<file path="src/rtl/mm_pkg.sv">
// Shared matmul datapath constants, array FSM state, drain routing codes and helpers.
package mm_pkg;
  localparam int W        = 8;
  localparam int ACCW     = 24;
  localparam int T        = 2;
  localparam int ROWS_DEF = T;
  localparam int COLS_DEF = T;
  localparam bit SIGNED_M = 1'b0;
  localparam bit PIPE_MUL = 1'b0;

  typedef enum logic [1:0] {IDLE, CAPTURE, EMIT} array_state_e;
  typedef enum logic [1:0] {SRC_INJECT, SRC_WEST, SRC_EAST, SRC_NORTH} drain_src_e;

  function automatic int clog2_min1(input int n);
    return (n <= 1) ? 1 : $clog2(n);
  endfunction
endpackage

</file>
<file path="src/rtl/pe.sv">
// Output-stationary MAC tile: forwards A east and B south, accumulates A*B,
// and presents its accumulator one cycle after drain_in while passing the drain token on.
module pe import mm_pkg::*; #(
  parameter int W        = mm_pkg::W,
  parameter int ACCW     = mm_pkg::ACCW,
  parameter bit SIGNED_M = mm_pkg::SIGNED_M,
  parameter bit PIPE_MUL = mm_pkg::PIPE_MUL
) (
  input  logic            clk,
  input  logic            rst_n,
  input  logic [W-1:0]    a_in,
  input  logic            a_valid_in,
  input  logic [W-1:0]    b_in,
  input  logic            b_valid_in,
  input  logic            acc_clear,
  input  logic            drain_in,
  output logic [W-1:0]    a_out,
  output logic            a_valid_out,
  output logic [W-1:0]    b_out,
  output logic            b_valid_out,
  output logic [ACCW-1:0] acc_out,
  output logic            acc_out_valid,
  output logic            drain_out
);
  localparam int PW = 2 * W;

  logic [PW-1:0]   w_prod;
  logic [ACCW-1:0] w_prod_ext;
  logic [ACCW-1:0] w_mac_val;
  logic            w_mac_en;
  logic [ACCW-1:0] r_acc;

  if (SIGNED_M) begin : g_signed
    assign w_prod     = PW'($signed(a_in)) * PW'($signed(b_in));
    assign w_prod_ext = ACCW'($signed(w_prod));
  end else begin : g_unsigned
    assign w_prod     = PW'(a_in) * PW'(b_in);
    assign w_prod_ext = ACCW'(w_prod);
  end

  if (PIPE_MUL) begin : g_pipe
    logic [ACCW-1:0] r_prod;
    logic            r_prod_vld;
    always_ff @(posedge clk or negedge rst_n) begin
      if (!rst_n) begin
        r_prod     <= '0;
        r_prod_vld <= 1'b0;
      end else begin
        r_prod     <= w_prod_ext;
        r_prod_vld <= a_valid_in & b_valid_in;
      end
    end
    assign w_mac_val = r_prod;
    assign w_mac_en  = r_prod_vld;
  end else begin : g_comb
    assign w_mac_val = w_prod_ext;
    assign w_mac_en  = a_valid_in & b_valid_in;
  end

  always_ff @(posedge clk or negedge rst_n) begin
    if (!rst_n) begin
      a_out         <= '0;
      a_valid_out   <= 1'b0;
      b_out         <= '0;
      b_valid_out   <= 1'b0;
      acc_out       <= '0;
      acc_out_valid <= 1'b0;
      drain_out     <= 1'b0;
      r_acc         <= '0;
    end else begin
      a_out         <= a_in;
      a_valid_out   <= a_valid_in;
      b_out         <= b_in;
      b_valid_out   <= b_valid_in;
      drain_out     <= drain_in;
      acc_out_valid <= drain_in;
      if (drain_in) acc_out <= r_acc;
      if (acc_clear)     r_acc <= '0;
      else if (w_mac_en) r_acc <= r_acc + w_mac_val;
    end
  end
endmodule

</file>
<file path="src/rtl/pe_drain_router.sv">
// Static serpentine drain routing for tile (I,J): even rows run west->east,
// odd rows east->west, and each row start takes the token from the tile directly north.
module pe_drain_router import mm_pkg::*; #(
  parameter int I    = 0,
  parameter int J    = 0,
  parameter int ROWS = 1,
  parameter int COLS = 1
) (
  output drain_src_e o_src,
  output logic       o_is_tail
);
  localparam int TAIL_C = (ROWS % 2 == 0) ? 0 : COLS - 1;

  assign o_src = (I == 0 && J == 0) ? SRC_INJECT :
                 (I % 2 == 0) ? ((J > 0) ? SRC_WEST : SRC_NORTH) :
                                ((J < COLS - 1) ? SRC_EAST : SRC_NORTH);
  assign o_is_tail = (I == ROWS - 1) && (J == TAIL_C);
endmodule

</file>
<file path="src/rtl/pe_array_stream.sv">
// ROWSxCOLS systolic mesh with serpentine drain into a shadow bank that streams
// out one row per valid/ready transfer while the mesh is free to compute again.
module pe_array_stream import mm_pkg::*; #(
  parameter int W        = mm_pkg::W,
  parameter int ACCW     = mm_pkg::ACCW,
  parameter int ROWS     = mm_pkg::ROWS_DEF,
  parameter int COLS     = mm_pkg::COLS_DEF,
  parameter bit SIGNED_M = mm_pkg::SIGNED_M,
  parameter bit PIPE_MUL = mm_pkg::PIPE_MUL,
  localparam int RIW     = clog2_min1(ROWS)
) (
  input  logic                       clk,
  input  logic                       rst_n,
  input  logic [ROWS-1:0][W-1:0]     a_in_row,
  input  logic [ROWS-1:0]            a_in_valid,
  input  logic [COLS-1:0][W-1:0]     b_in_col,
  input  logic [COLS-1:0]            b_in_valid,
  input  logic                       acc_clear_block,
  input  logic                       drain_pulse,
  input  logic                       err_clear,
  output logic [COLS-1:0][ACCW-1:0]  out_data,
  output logic [RIW-1:0]             out_row_idx,
  output logic                       out_valid,
  input  logic                       out_ready,
  output logic                       out_last,
  output logic                       busy,
  output logic                       drain_overrun
);
  array_state_e    r_state;
  logic [RIW-1:0]  r_row;
  logic            r_overrun;
  logic [ACCW-1:0] r_shadow [ROWS][COLS];

  logic [W-1:0]    w_a_out   [ROWS][COLS];
  logic            w_a_vld   [ROWS][COLS];
  logic [W-1:0]    w_b_out   [ROWS][COLS];
  logic            w_b_vld   [ROWS][COLS];
  logic            w_drn_out [ROWS][COLS];
  logic            w_drn_in  [ROWS][COLS];
  logic [ACCW-1:0] w_acc     [ROWS][COLS];
  logic            w_acc_vld [ROWS][COLS];
  logic [ROWS*COLS-1:0] w_tail_hit;

  logic w_inject, w_tail_vld, w_emit, w_row_last;

  // Drain is only ever launched from IDLE; a pulse while busy is dropped.
  assign w_inject   = drain_pulse & (r_state == IDLE);
  assign w_tail_vld = |w_tail_hit;
  assign w_emit     = (r_state == EMIT);
  assign w_row_last = (r_row == RIW'(ROWS - 1));

  for (genvar i = 0; i < ROWS; i++) begin : g_r
    for (genvar j = 0; j < COLS; j++) begin : g_c
      localparam int JW = (j > 0) ? j - 1 : 0;
      localparam int JE = (j < COLS - 1) ? j + 1 : j;
      localparam int IN = (i > 0) ? i - 1 : 0;

      drain_src_e   w_src;
      logic         w_is_tail;
      logic [W-1:0] w_a_i, w_b_i;
      logic         w_av_i, w_bv_i;

      pe_drain_router #(.I(i), .J(j), .ROWS(ROWS), .COLS(COLS)) u_rt (
        .o_src     (w_src),
        .o_is_tail (w_is_tail)
      );

      assign w_a_i  = (j == 0) ? a_in_row[i]   : w_a_out[i][JW];
      assign w_av_i = (j == 0) ? a_in_valid[i] : w_a_vld[i][JW];
      assign w_b_i  = (i == 0) ? b_in_col[j]   : w_b_out[IN][j];
      assign w_bv_i = (i == 0) ? b_in_valid[j] : w_b_vld[IN][j];

      assign w_drn_in[i][j] = (w_src == SRC_INJECT) ? w_inject :
                              (w_src == SRC_WEST)   ? w_drn_out[i][JW] :
                              (w_src == SRC_EAST)   ? w_drn_out[i][JE] :
                                                      w_drn_out[IN][j];
      assign w_tail_hit[i*COLS + j] = w_is_tail & w_acc_vld[i][j];

      pe #(.W(W), .ACCW(ACCW), .SIGNED_M(SIGNED_M), .PIPE_MUL(PIPE_MUL)) u_pe (
        .clk           (clk),
        .rst_n         (rst_n),
        .a_in          (w_a_i),
        .a_valid_in    (w_av_i),
        .b_in          (w_b_i),
        .b_valid_in    (w_bv_i),
        .acc_clear     (acc_clear_block),
        .drain_in      (w_drn_in[i][j]),
        .a_out         (w_a_out[i][j]),
        .a_valid_out   (w_a_vld[i][j]),
        .b_out         (w_b_out[i][j]),
        .b_valid_out   (w_b_vld[i][j]),
        .acc_out       (w_acc[i][j]),
        .acc_out_valid (w_acc_vld[i][j]),
        .drain_out     (w_drn_out[i][j])
      );
    end
  end

  always_ff @(posedge clk or negedge rst_n) begin
    if (!rst_n) begin
      r_state   <= IDLE;
      r_row     <= '0;
      r_overrun <= 1'b0;
      for (int i = 0; i < ROWS; i++)
        for (int j = 0; j < COLS; j++)
          r_shadow[i][j] <= '0;
    end else begin
      if (drain_pulse && r_state != IDLE) r_overrun <= 1'b1;
      else if (err_clear)                 r_overrun <= 1'b0;
      case (r_state)
        IDLE: if (drain_pulse) r_state <= CAPTURE;
        CAPTURE: begin
          for (int i = 0; i < ROWS; i++)
            for (int j = 0; j < COLS; j++)
              if (w_acc_vld[i][j]) r_shadow[i][j] <= w_acc[i][j];
          if (w_tail_vld) begin
            r_state <= EMIT;
            r_row   <= '0;
          end
        end
        EMIT: if (out_ready) begin
          if (w_row_last) begin
            r_state <= IDLE;
            r_row   <= '0;
          end else begin
            r_row <= r_row + RIW'(1);
          end
        end
        default: r_state <= IDLE;
      endcase
    end
  end

  for (genvar c = 0; c < COLS; c++) begin : g_out
    assign out_data[c] = w_emit ? r_shadow[r_row][c] : '0;
  end
  assign out_row_idx   = w_emit ? r_row : '0;
  assign out_valid     = w_emit;
  assign out_last      = w_emit & w_row_last;
  assign busy          = (r_state != IDLE);
  assign drain_overrun = r_overrun;
endmodule
</file>
<file path="config.mk">
export PLATFORM = sky130hd
export DESIGN_NAME = pe_array_stream
export DESIGN_NICKNAME = d
export VERILOG_FILES = /design/src/rtl/mm_pkg.sv /design/src/rtl/pe.sv /design/src/rtl/pe_drain_router.sv /design/src/rtl/pe_array_stream.sv
export SDC_FILE = /design/constraint.sdc
export NUM_CORES = 1
export LEC_CHECK = 0
export CAP_MARGIN = 30
export CORE_MARGIN = 1
export CORE_UTILIZATION = 40
export CTS_CLUSTER_SIZE = 12
export DETAILED_ROUTE_END_ITERATION = 10
export PLACE_DENSITY = 0.57
export SYNTH_ARGS = -nofsm -noshare
export SYNTH_HDL_FRONTEND = slang
export SYNTH_HIERARCHICAL = 1
export SYNTH_SLANG_ARGS = --single-unit
</file>
<file path="constraint.sdc">
create_clock -name clk -period 5.82 [get_ports clk]
set_input_delay 1.746 -clock clk [delete_from_list [all_inputs] [get_ports clk]]
set_output_delay 1.746 -clock clk [all_outputs]
set_load 0.01 [all_outputs]
</file>
==> impl_metrics.json, run 1 <==
{
  "route.detailed.drc": 0,
  "critical_path_buf_inv_count": 4,
  "slew_headroom_pct": 36.1,
  "path_common_cell": "fa_1",
  "hold_path_depth": 1,
  "peakVddDrop_mv": 0.295,
  "clockBufferDepth": 3,
  "start_util_pct": 40.5,
  "clock_sinks": 332,
  "track_usage_pct": 18.6,
  "switching_power_uw": 5220,
  "timing.fmax_mhz": 176,
  "htreeDepth": 2,
  "critPathCaptureType": "register",
  "rows": 91,
  "final-seq-area_sq_um": 8310,
  "p_clk_share_pct": 18.8,
  "coreArea_sq_um": 61800,
  "setup_violations": 0,
  "worst_ep_arrival_time_ns": 6.13,
  "grt_first_pass_wirelength_um": 95900,
  "drv_cap": 0,
  "grt_max_degree": 110,
  "nets": 3036,
  "place.port_buffers": 94,
  "multi_input_area_sq_um": 14900,
  "hold_end": "r_shadow[16]",
  "gr-total-overflow": 0,
  "cts_tree": "yes",
  "worstMarginPinSlew_ns": 0.956,
  "syn_to_final_growth_pct": 17.0,
  "die_area_sq_um": 63700,
  "dp.cells": 3417,
  "intPower_uw": 7880,
  "hold_class": "reg -> reg",
  "clk_latency_ns": 0.55,
  "worstHoldStart": "g_r[1].g_c[1].u_pe/acc_out[16]",
  "ys_warn_count": 6,
  "crit_path_start": "a_in_row[4]",
  "path_delay_family": "adder cells",
  "finalCritPeriodShare_pct": 97.4,
  "grt_pass1_vias": 18600,
  "hpwl_um": 44500,
  "layout-drive-gt1-share_pct": 19.0,
  "antenna-diode-count": 0,
  "wl_per_cell_um": 16.3,
  "max_stage_delay_ns": 0.55,
  "mappedNetlistArea_sq_um": 25100,
  "ff2ff_setup_slack_ns": 1.04,
  "critPathLaunchType": "input pin",
  "vias": 17300,
  "hold_viol_final": 0,
  "die_h_um": 252,
  "final.setup_skew_ns": 0.0321,
  "synth_area_per_cell_sq_um": 10.4,
  "fin_cells": 3492,
  "finalCriticalPeriod_ns": 5.67,
  "postRouteAntennaNets": 0,
  "p_leak_uw": 0.0147,
  "whs_ns": 0.500,
  "dr.pass1.iters": 5,
  "wirelength_um": 56900,
  "required_ns": 6.28,
  "status": "finished clean",
  "fill_cells": 5735,
  "vias_per_cell": 4.96,
  "cpMaxStageDelayCell": "fa_1",
  "sequentialPowerShare_pct": 24.2,
  "r2r-end": "g_r[0].g_c[1].u_pe/r_acc[14]",
  "comb_power_share_pct": 57.0,
  "powerDensity_nw_per_um2": 447,
  "root_buffer": "clkbuf_16",
  "clk_pin_slew_worst_paths_ns": 0.06,
  "critPathKind": "in -> reg",
  "synthCells": 2418,
  "rr_worst_depth": 16,
  "dieWidth_um": 252,
  "stdcell_area_sq_um": 29300,
  "fin_tns_setup_ns": 0,
  "hold_buffers": 0,
  "switching_share_pct": 39.8,
  "gp_congestion": 0.858,
  "crit_fanout": 7,
  "worst_r2r_startpoint": "g_r[0].g_c[0].u_pe/a_out[0]",
  "antenna_found_initial": 2,
  "io_pins": 95,
  "drtIter0Drc": 823,
  "numCtsBuffers": 38,
  "dpl_cell_area_sq_um": 27700,
  "path_cells": "dlygate4sd2_1, nand2_1, fa_1, inv_1, fa_1, fa_1, inv_1, fa_1, inv_1, ha_4, nand3_2, a2bb2oi_4, a2111oi_4, a211oi_4, or3_4, a21oi_2",
  "finalMaxSlewViolations": 0
}
==> area by class of cell <==
| type | count | area share (%) |
|---|---|---|
| Tap cell | 837 | 3.57 |
| Sequential cell | 332 | 28.3 |
| Multi-Input combinational cell | 1591 | 50.9 |
| Inverter | 408 | 5.22 |
| Clock buffer | 59 | 4.04 |
| Timing Repair Buffer | 259 | 7.66 |
| Clock inverter | 6 | 0.312 |
==> metal layers <==
layer	global-route usage, %	vias up	part of all wire (%)	wire [um]
met1	24.8	8749	45	25900
li1	-	8232	-	-
met3	2.51	70	3.6	2050
met2	31.8	271	49	27700
met4	4.85	2	2.3	1290
met5	0	-	0.030	17
==> power groups by stage <==
stage	Combinational [uW]	Sequential, uW	Clock, uW
after floorplan	4980	3030	0
after global placement	6890	3250	0
after detailed placement	7040	3230	0
after CTS	7150	3190	2520
after global routing	8430	3240	2630
final	7470	3180	2460
==> timing repair <==
item / 4_1_cts / 5_1_grt
gates resized for setup: 22 / 65
endpoints found under the hold margin: 0 / 0
gates cloned: 0 / 1
endpoints found under the setup margin: 30 / 34
buffers inserted: 3 / 6
pin swaps: 10 / 27
==> sequential cells by signal, indices dropped and copies added (netlist names) <==
name,flops
g_r.g_c.u_pe/b_out,16
g_r.g_c.u_pe/drain_out,4
r_shadow,96
r_row,1
g_r.g_c.u_pe/a_out,16
g_r.g_c.u_pe/b_valid_out,2
g_r.g_c.u_pe/acc_out,96
drain_overrun,1
g_r.g_c.u_pe/r_acc,96
r_state,2
g_r.g_c.u_pe/a_valid_out,2
==> how the worst max path moves through the flow <==
| stage | endpoint | slack (ns) | depth (start not counted) |
|---|---|---|---|
| 2_1_floorplan | g_r[0].g_c[0].u_pe/r_acc[18] | 0.02 | 16 |
| 3_3_place_gp | g_r[0].g_c[1].u_pe/r_acc[19] | -0.64 | 16 |
| 3_5_place_dp | g_r[0].g_c[0].u_pe/r_acc[22] | -0.76 | 15 |
| 4_1_cts | g_r[1].g_c[0].u_pe/r_acc[23] | 0.002 | 16 |
| 5_1_grt | g_r[0].g_c[0].u_pe/r_acc[21] | -0.0007 | 16 |
| 6_report | g_r[0].g_c[0].u_pe/r_acc[21] | 0.15 | 16 |
==> stage by stage <==
stage,worst slack [ns],utilization [%],power [uW]
5_1_grt,-0.000677,47.4,14300
3_3_place_gp,-0.641,44.7,10100
2_1_floorplan,0.0158,-,8000
4_1_cts,0.00181,46.9,12900
6_report,0.150,47.4,13100
3_5_place_dp,-0.763,44.8,10300
==> cells in the final DEF, fill, tap and decap left out, types with 8 or more instances in the layout <==
| master | n |
|---|---|
| a211oi_1 | 13 |
| a21o_1 | 12 |
| a21oi_1 | 106 |
| a21oi_2 | 10 |
| and2_1 | 145 |
| buf_4 | 158 |
| clkbuf_1 | 9 |
| clkbuf_16 | 41 |
| clkbuf_8 | 9 |
| clkdlybuf4s50_1 | 61 |
| conb_1 | 12 |
| dfrtp_1 | 331 |
| dlygate4sd2_1 | 8 |
| dlymetal6s2s_1 | 15 |
| fa_1 | 200 |
| ha_1 | 157 |
| inv_1 | 408 |
| mux2_2 | 120 |
| mux2_4 | 81 |
| mux2i_1 | 53 |
| nand2_1 | 237 |
| nand3_1 | 23 |
| nand4_1 | 16 |
| nor2_1 | 111 |
| nor2b_1 | 14 |
| nor3_1 | 22 |
| o211ai_1 | 8 |
| o21ai_0 | 45 |
| or3_1 | 11 |
| xnor2_1 | 24 |
Power figures use the tool's default switching activity.
==> run 2: changes to the inputs <==
--- a/config.mk
+++ b/config.mk
@@ -6,11 +6,13 @@
 export NUM_CORES = 1
 export LEC_CHECK = 0
 export CAP_MARGIN = 30
-export CORE_MARGIN = 1
+export CORE_MARGIN = 8
 export CORE_UTILIZATION = 40
+export CTS_BUF_LIST = sky130_fd_sc_hd__clkbuf_8
 export CTS_CLUSTER_SIZE = 12
 export DETAILED_ROUTE_END_ITERATION = 10
 export PLACE_DENSITY = 0.57
+export SKIP_LAST_GASP = 1
 export SYNTH_ARGS = -nofsm -noshare
 export SYNTH_HDL_FRONTEND = slang
 export SYNTH_HIERARCHICAL = 1
==> run 2 against run 1 <==
Net effect:
- combinational power down 2%
- first-iteration DRC count down 3.6%
- worst hold slack worse by 0.016 ns
- power down 1.1%
- non-clock buffer count down 12
- setup slack worse by 0.0033 ns
- register-to-register slack worse by 0.09 ns
- final area about the same
- routed wire length up 2.6%
- critical path type unchanged
- largest cell class unchanged
==> impl_metrics.json, run 2 (synthesized netlist as in run 1, its figures left out) <==
{
  "status": "finished clean",
  "finalCritPeriodShare_pct": 97.5,
  "syn_to_final_growth_pct": 17.0,
  "switching_power_uw": 5160,
  "cts_tree": "yes",
  "final.setup_skew_ns": 0.0353,
  "dieWidth_um": 266,
  "pre_cts_slack_ns": -0.744,
  "p_clk_share_pct": 19.0,
  "setup_ws_ns": 0.147,
  "die_area_sq_um": 70900,
  "vias_per_cell": 4.95,
  "hold_class": "reg -> reg",
  "finalPower_uw": 13000,
  "clk_pin_slew_worst_paths_ns": 0.06,
  "numCtsBuffers": 58,
  "peakVddDrop_mv": 0.305,
  "gr-total-overflow": 0,
  "antenna-diode-count": 0,
  "postRouteAntennaNets": 0,
  "root_buffer": "clkbuf_8",
  "worstMarginPinSlew_ns": 1.01,
  "whs_ns": 0.484,
  "hold_viol_final": 0,
  "hpwl_um": 45400,
  "grt_first_pass_wirelength_um": 98900,
  "route.detailed.drc": 0,
  "comb_power_share_pct": 56.6,
  "required_ns": 6.36,
  "clockBufferDepth": 3,
  "clock_sinks": 332,
  "coreArea_sq_um": 61800,
  "worst_ep_arrival_time_ns": 6.21,
  "htreeDepth": 2,
  "grt_pass1_vias": 19000,
  "nets": 3044,
  "critPathCaptureType": "register",
  "p_leak_uw": 0.0149,
  "hold_buffers": 0,
  "crit_fanout": 9,
  "finalCriticalPeriod_ns": 5.67,
  "slew_headroom_pct": 32.5,
  "sequentialPowerShare_pct": 24.4,
  "layout_commonest_cell": "inv_1",
  "switching_share_pct": 39.9,
  "layout_common_cells": "inv_1, dfrtp_1, nand2_1",
  "vias": 17400,
  "start_util_pct": 40.5,
  "setup_violations": 0,
  "layout-drive-gt1-share_pct": 19.2,
  "io_pins": 95,
  "intPower_uw": 7790,
  "powerDensity_nw_per_um2": 442,
  "drv_cap": 0,
  "fill_cells": 5769,
  "post-route-util_pct": 47.4,
  "critPathLaunchType": "input pin",
  "wl_per_cell_um": 16.6,
  "drtIter0Drc": 793,
  "clk_latency_ns": 0.65,
  "track_usage_pct": 16.9,
  "wirelength_um": 58400,
  "reg_top3": "g_r.g_c.u_pe/acc_out: 96 flops, g_r.g_c.u_pe/r_acc: 96 flops, r_shadow: 96 flops",
  "gp_congestion": 0.837,
  "finalMaxSlewViolations": 0,
  "die_h_um": 266,
  "timing.fmax_mhz": 176,
  "dr.pass1.iters": 5,
  "antenna_found_initial": 2,
  "place.port_buffers": 94,
  "rows": 91,
  "grt_max_degree": 121,
  "critPathKind": "in -> reg"
}
==> run 2: routing by layer <==
| layer | part of all wire (%) | vias to the layer above | wire length, um | GRT usage (%) |
|---|---|---|---|---|
| met5 | 0.022 | - | 13 | 0 |
| met4 | 2.4 | 2 | 1400 | 4.69 |
| met3 | 3.8 | 91 | 2220 | 2.82 |
| met2 | 49 | 262 | 28500 | 28.8 |
| met1 | 45 | 8825 | 26200 | 22.2 |
| li1 | - | 8260 | - | - |
==> run 2: area by class of cell <==
type | instances | area, sq um | share of cell area, %
clock buffer | 82 | 1130 | 3.85
clock inverter | 25 | 244 | 0.832
inverter | 408 | 1530 | 5.22
multi-input combinational | 1591 | 14800 | 50.6
sequential | 332 | 8310 | 28.3
tap | 837 | 1050 | 3.57
timing repair buffer | 247 | 2230 | 7.59
==> run 2: path summary, 6_finish.rpt <==
check	startpoint	depth (start not counted)	to	slack, ns
setup / recovery	a_in_row[13]	16	g_r[1].g_c[0].u_pe/r_acc[22]	0.15
hold reg to reg	g_r[1].g_c[0].u_pe/acc_out[4]	1	r_shadow[28]	0.48
max in group asynchronous	rst_n	2	g_r[0].g_c[1].u_pe/acc_out[14]	3.50
setup reg to reg	g_r[0].g_c[1].u_pe/b_out[5]	15	g_r[1].g_c[1].u_pe/r_acc[20]	0.95
min in group asynchronous	rst_n	1	g_r[1].g_c[0].u_pe/r_acc[16]	1.20
hold / removal	g_r[1].g_c[0].u_pe/acc_out[4]	1	r_shadow[28]	0.48
==> run 2: metrics by stage <==
step / cell area, sq um / TNS, ns / cells
2_1_floorplan: 25100 / 0 / 2423
3_3_place_gp: 27700 / -22.38 / 3412
3_5_place_dp: 27700 / -26.02 / 3413
4_1_cts: 29100 / 0 / 3520
5_1_grt: 29300 / -0.156 / 3522
6_report: 29300 / 0 / 3522
==> run 2: critical path, stage by stage <==
cell,delay (ns)
clkdlybuf4s50_1,0.47
buf_6,0.14
nand2_1,0.08
fa_1,0.52
fa_1,0.54
inv_1,0.05
fa_1,0.47
inv_1,0.05
fa_1,0.49
inv_1,0.07
ha_4,0.28
nand4_1,0.21
a31oi_4,0.31
a21oi_4,0.11
or4_1,0.52
a21oi_2,0.16
==> run 2: power groups by stage <==
stage / logic (uW) / clock network, uW / registers (uW)
after floorplan: 4980 / 0 / 3030
after global placement: 6890 / 0 / 3250
after detailed placement: 7000 / 0 / 3260
after CTS: 7050 / 2550 / 3220
after global routing: 8310 / 2650 / 3230
final: 7330 / 2460 / 3170
==> run 2: timing repair <==
action	4_1_cts	5_1_grt
setup buffers	0	1
gates resized for setup	1	51
pin swaps	1	14
setup endpoints to repair	3	39
==> run 3: changes to the inputs <==
--- a/config.mk
+++ b/config.mk
@@ -7,13 +7,12 @@
 export LEC_CHECK = 0
 export CAP_MARGIN = 30
 export CORE_MARGIN = 8
-export CORE_UTILIZATION = 40
+export CORE_UTILIZATION = 55
 export CTS_BUF_LIST = sky130_fd_sc_hd__clkbuf_8
 export CTS_CLUSTER_SIZE = 12
 export DETAILED_ROUTE_END_ITERATION = 10
-export PLACE_DENSITY = 0.57
+export PLACE_DENSITY = 0.74
 export SKIP_LAST_GASP = 1
 export SYNTH_ARGS = -nofsm -noshare
 export SYNTH_HDL_FRONTEND = slang
-export SYNTH_HIERARCHICAL = 1
 export SYNTH_SLANG_ARGS = --single-unit
==> run 3 against run 2 <==
Net effect:
- first-iteration DRC count rose by 20%
- register-to-register slack got worse by 0.08 ns
- combinational power decreased by 8.0%
- worst hold slack worse by 0.026 ns
- flip-flop and latch count did not move
- synthesized cell count shrank 2.2%
- largest power group unchanged
==> impl_metrics.json, run 3 <==
{
  "cpMaxStageDelayCell": "fa_1",
  "critPathKind": "in -> reg",
  "powerDensity_nw_per_um2": 425,
  "max_stage_delay_ns": 0.54,
  "htreeDepth": 2,
  "whs_ns": 0.458,
  "dpl_cell_area_sq_um": 26700,
  "coreArea_sq_um": 43100,
  "ff2ff_setup_slack_ns": 0.87,
  "gr-usage-met2_pct": 38.6,
  "layout_common_cells": "inv_1, dfrtp_1, nand2_1",
  "layout_commonest_cell": "inv_1",
  "track_usage_pct": 22.7,
  "synth.cells.most_frequent": "inv_1, dfrtp_1, nand2_1",
  "dieWidth_um": 225,
  "critical_path_buf_inv_count": 6,
  "antenna-diode-count": 0,
  "critPathLaunchType": "input pin",
  "hold_class": "reg -> reg",
  "gr-total-overflow": 0,
  "timing.fmax_mhz": 175,
  "synth_cell_types": 61,
  "worst_ep_arrival_time_ns": 6.23,
  "crit_path_start": "b_in_col[0]",
  "antenna_found_initial": 2,
  "cts_tree": "yes",
  "synthDominantCellAreaShare_pct": 34.7,
  "finalMaxSlewViolations": 0,
  "dr.pass1.iters": 5,
  "critPathCaptureType": "register",
  "ys_seq_elements": 332,
  "crit_fanout": 7,
  "clk_pin_slew_worst_paths_ns": 0.06,
  "wirelength_um": 56100,
  "grt_use_met1_pct": 28.8,
  "synth.net_count": 2772,
  "setup_violations": 0,
  "hold_buffers": 0,
  "vias_per_cell": 5.39,
  "route.detailed.drc": 0,
  "vias": 17400,
  "grt_first_pass_wirelength_um": 93700,
  "wl_per_cell_um": 17.4,
  "peakVddDrop_mv": 0.266,
  "layout-drive-gt1-share_pct": 19.0,
  "numCtsBuffers": 52,
  "root_buffer": "clkbuf_8",
  "required_ns": 6.34,
  "grt_max_degree": 109,
  "hold_end": "r_state[0]",
  "fin_tns_setup_ns": 0,
  "grt-busiest-layer": "met2",
  "grt_pass1_vias": 18700,
  "status": "finished clean",
  "worstMarginPinSlew_ns": 0.966,
  "finalCriticalPeriod_ns": 5.71,
  "ys_warn_count": 0,
  "path_cells": "clkdlybuf4s50_1, buf_6, nand2_1, fa_1, inv_1, fa_1, inv_1, fa_2, fa_1, inv_1, ha_4, o21ai_2, o21ai_2, nand2_1, nor3_2, buf_4, o31ai_4, or3_4, a21oi_2",
  "syn_to_final_growth_pct": 16.7,
  "nets": 3008,
  "rows": 76,
  "synth_edf_count": 0,
  "synth.most_common_cell": "inv_1",
  "ys_seq_area_share_pct": 34.7,
  "hpwl_um": 43700,
  "worst_r2r_startpoint": "g_r[1].g_c[0].u_pe.a_out[5]",
  "clock_sinks": 332,
  "clk_latency_ns": 0.60,
  "stdcell_area_sq_um": 28000,
  "start_util_pct": 55.7,
  "place.port_buffers": 94,
  "clockBufferDepth": 3,
  "final.setup_skew_ns": 0.0326,
  "use_met3_pct": 3.36,
  "post-route-util_pct": 64.9,
  "die_area_sq_um": 50500,
  "yosys-top-cells-area": "dfrtp_1, fa_1, mux2_2, ha_1, inv_1",
  "synth_top_area_cell": "dfrtp_1",
  "fill_cells": 3355,
  "slew_headroom_pct": 35.5,
  "hold_viol_final": 0,
  "io_pins": 95,
  "mappedNetlistArea_sq_um": 24000,
  "worstHoldStart": "g_r[1].g_c[0].u_pe.acc_out_valid",
  "gp_congestion": 0.874,
  "r2r-end": "g_r[1].g_c[1].u_pe.r_acc[23]",
  "drtIter0Drc": 954,
  "p_leak_uw": 0.0144,
  "drv_cap": 0,
  "async_reset_ff_share_pct": 100,
  "postRouteAntennaNets": 0,
  "synth_area_per_cell_sq_um": 10.1,
  "path_delay_family": "adder cells",
  "die_h_um": 225,
  "synth_top_flop_cell": "dfrtp_1",
  "finalCritPeriodShare_pct": 98.1,
  "reg_top3": "g_r.g_c.u_pe.acc_out: 96 flops, g_r.g_c.u_pe.r_acc: 96 flops, r_shadow: 96 flops",
  "hold_path_depth": 1,
  "synthCells": 2366,
  "rr_worst_depth": 16
}
run 3: final cells by class:
type	instances	area, sq um	share of cell area, %
tap	585	732	2.62
clock inverter	30	186	0.666
sequential	332	8310	29.7
timing repair buffer	254	2310	8.27
clock buffer	60	826	2.95
multi-input combinational	1552	14100	50.3
inverter	410	1540	5.50
run 3: how the worst max path moves through the flow:
stage / to / cells after the start / slack [ns]
3_3_place_gp: g_r[1].g_c[0].u_pe.r_acc[23] / 17 / -0.85
2_1_floorplan: g_r[0].g_c[0].u_pe.r_acc[19] / 16 / 0.02
5_1_grt: g_r[0].g_c[0].u_pe.r_acc[20] / 19 / -0.06
3_5_place_dp: g_r[1].g_c[0].u_pe.r_acc[23] / 16 / -0.97
4_1_cts: g_r[1].g_c[0].u_pe.r_acc[23] / 16 / -0.06
6_report: g_r[0].g_c[0].u_pe.r_acc[22] / 19 / 0.11
run 3: kinds of logic (layout without fill, tap and decap cells):
kind of cell             after synthesis  count (layout)  share of synthesized area [%]
buffers and inverters                482             754                           7.64
AO/OA/AOI/OAI                        240             240                           6.34
XOR/XNOR                              24              24                          0.877
flip-flops                           332             332                           34.7
adder cells (fa/ha/maj)              364             364                           25.3
AND/OR/NAND/NOR                      666             666                           13.4
multiplexers                         258             258                           11.9
run 3: stage by stage:
step	total power, uW	cells	setup slack, ns
floorplan	7470	2366	0.0156
global placement	9420	3122	-0.845
detailed placement	9680	3129	-0.966
CTS	11700	3219	-0.0556
global route	13000	3223	-0.0639
finish	11900	3223	0.110
run 3: routing by layer:
layer	part of all wire [%]	wire, um
met5	0.020	11
met4	4.5	2540
met1	42	23600
met3	4.4	2440
met2	49	27500
run 3: report_power, final:
| part | total [uW] | switching, uW | leakage [uW] | internal, uW |
|---|---|---|---|---|
| Combinational | 6740 | 3440 | 0.00933 | 3290 |
| Clock | 1950 | 921 | 0.000588 | 1030 |
| Sequential | 3200 | 406 | 0.00446 | 2800 |
run 3: repair_timing:
item / CTS / global route
setup endpoints to repair: 26 / 33
buffers inserted: 0 / 1
gates cloned: 0 / 0
pin swaps: 4 / 22
resized for setup: 24 / 69
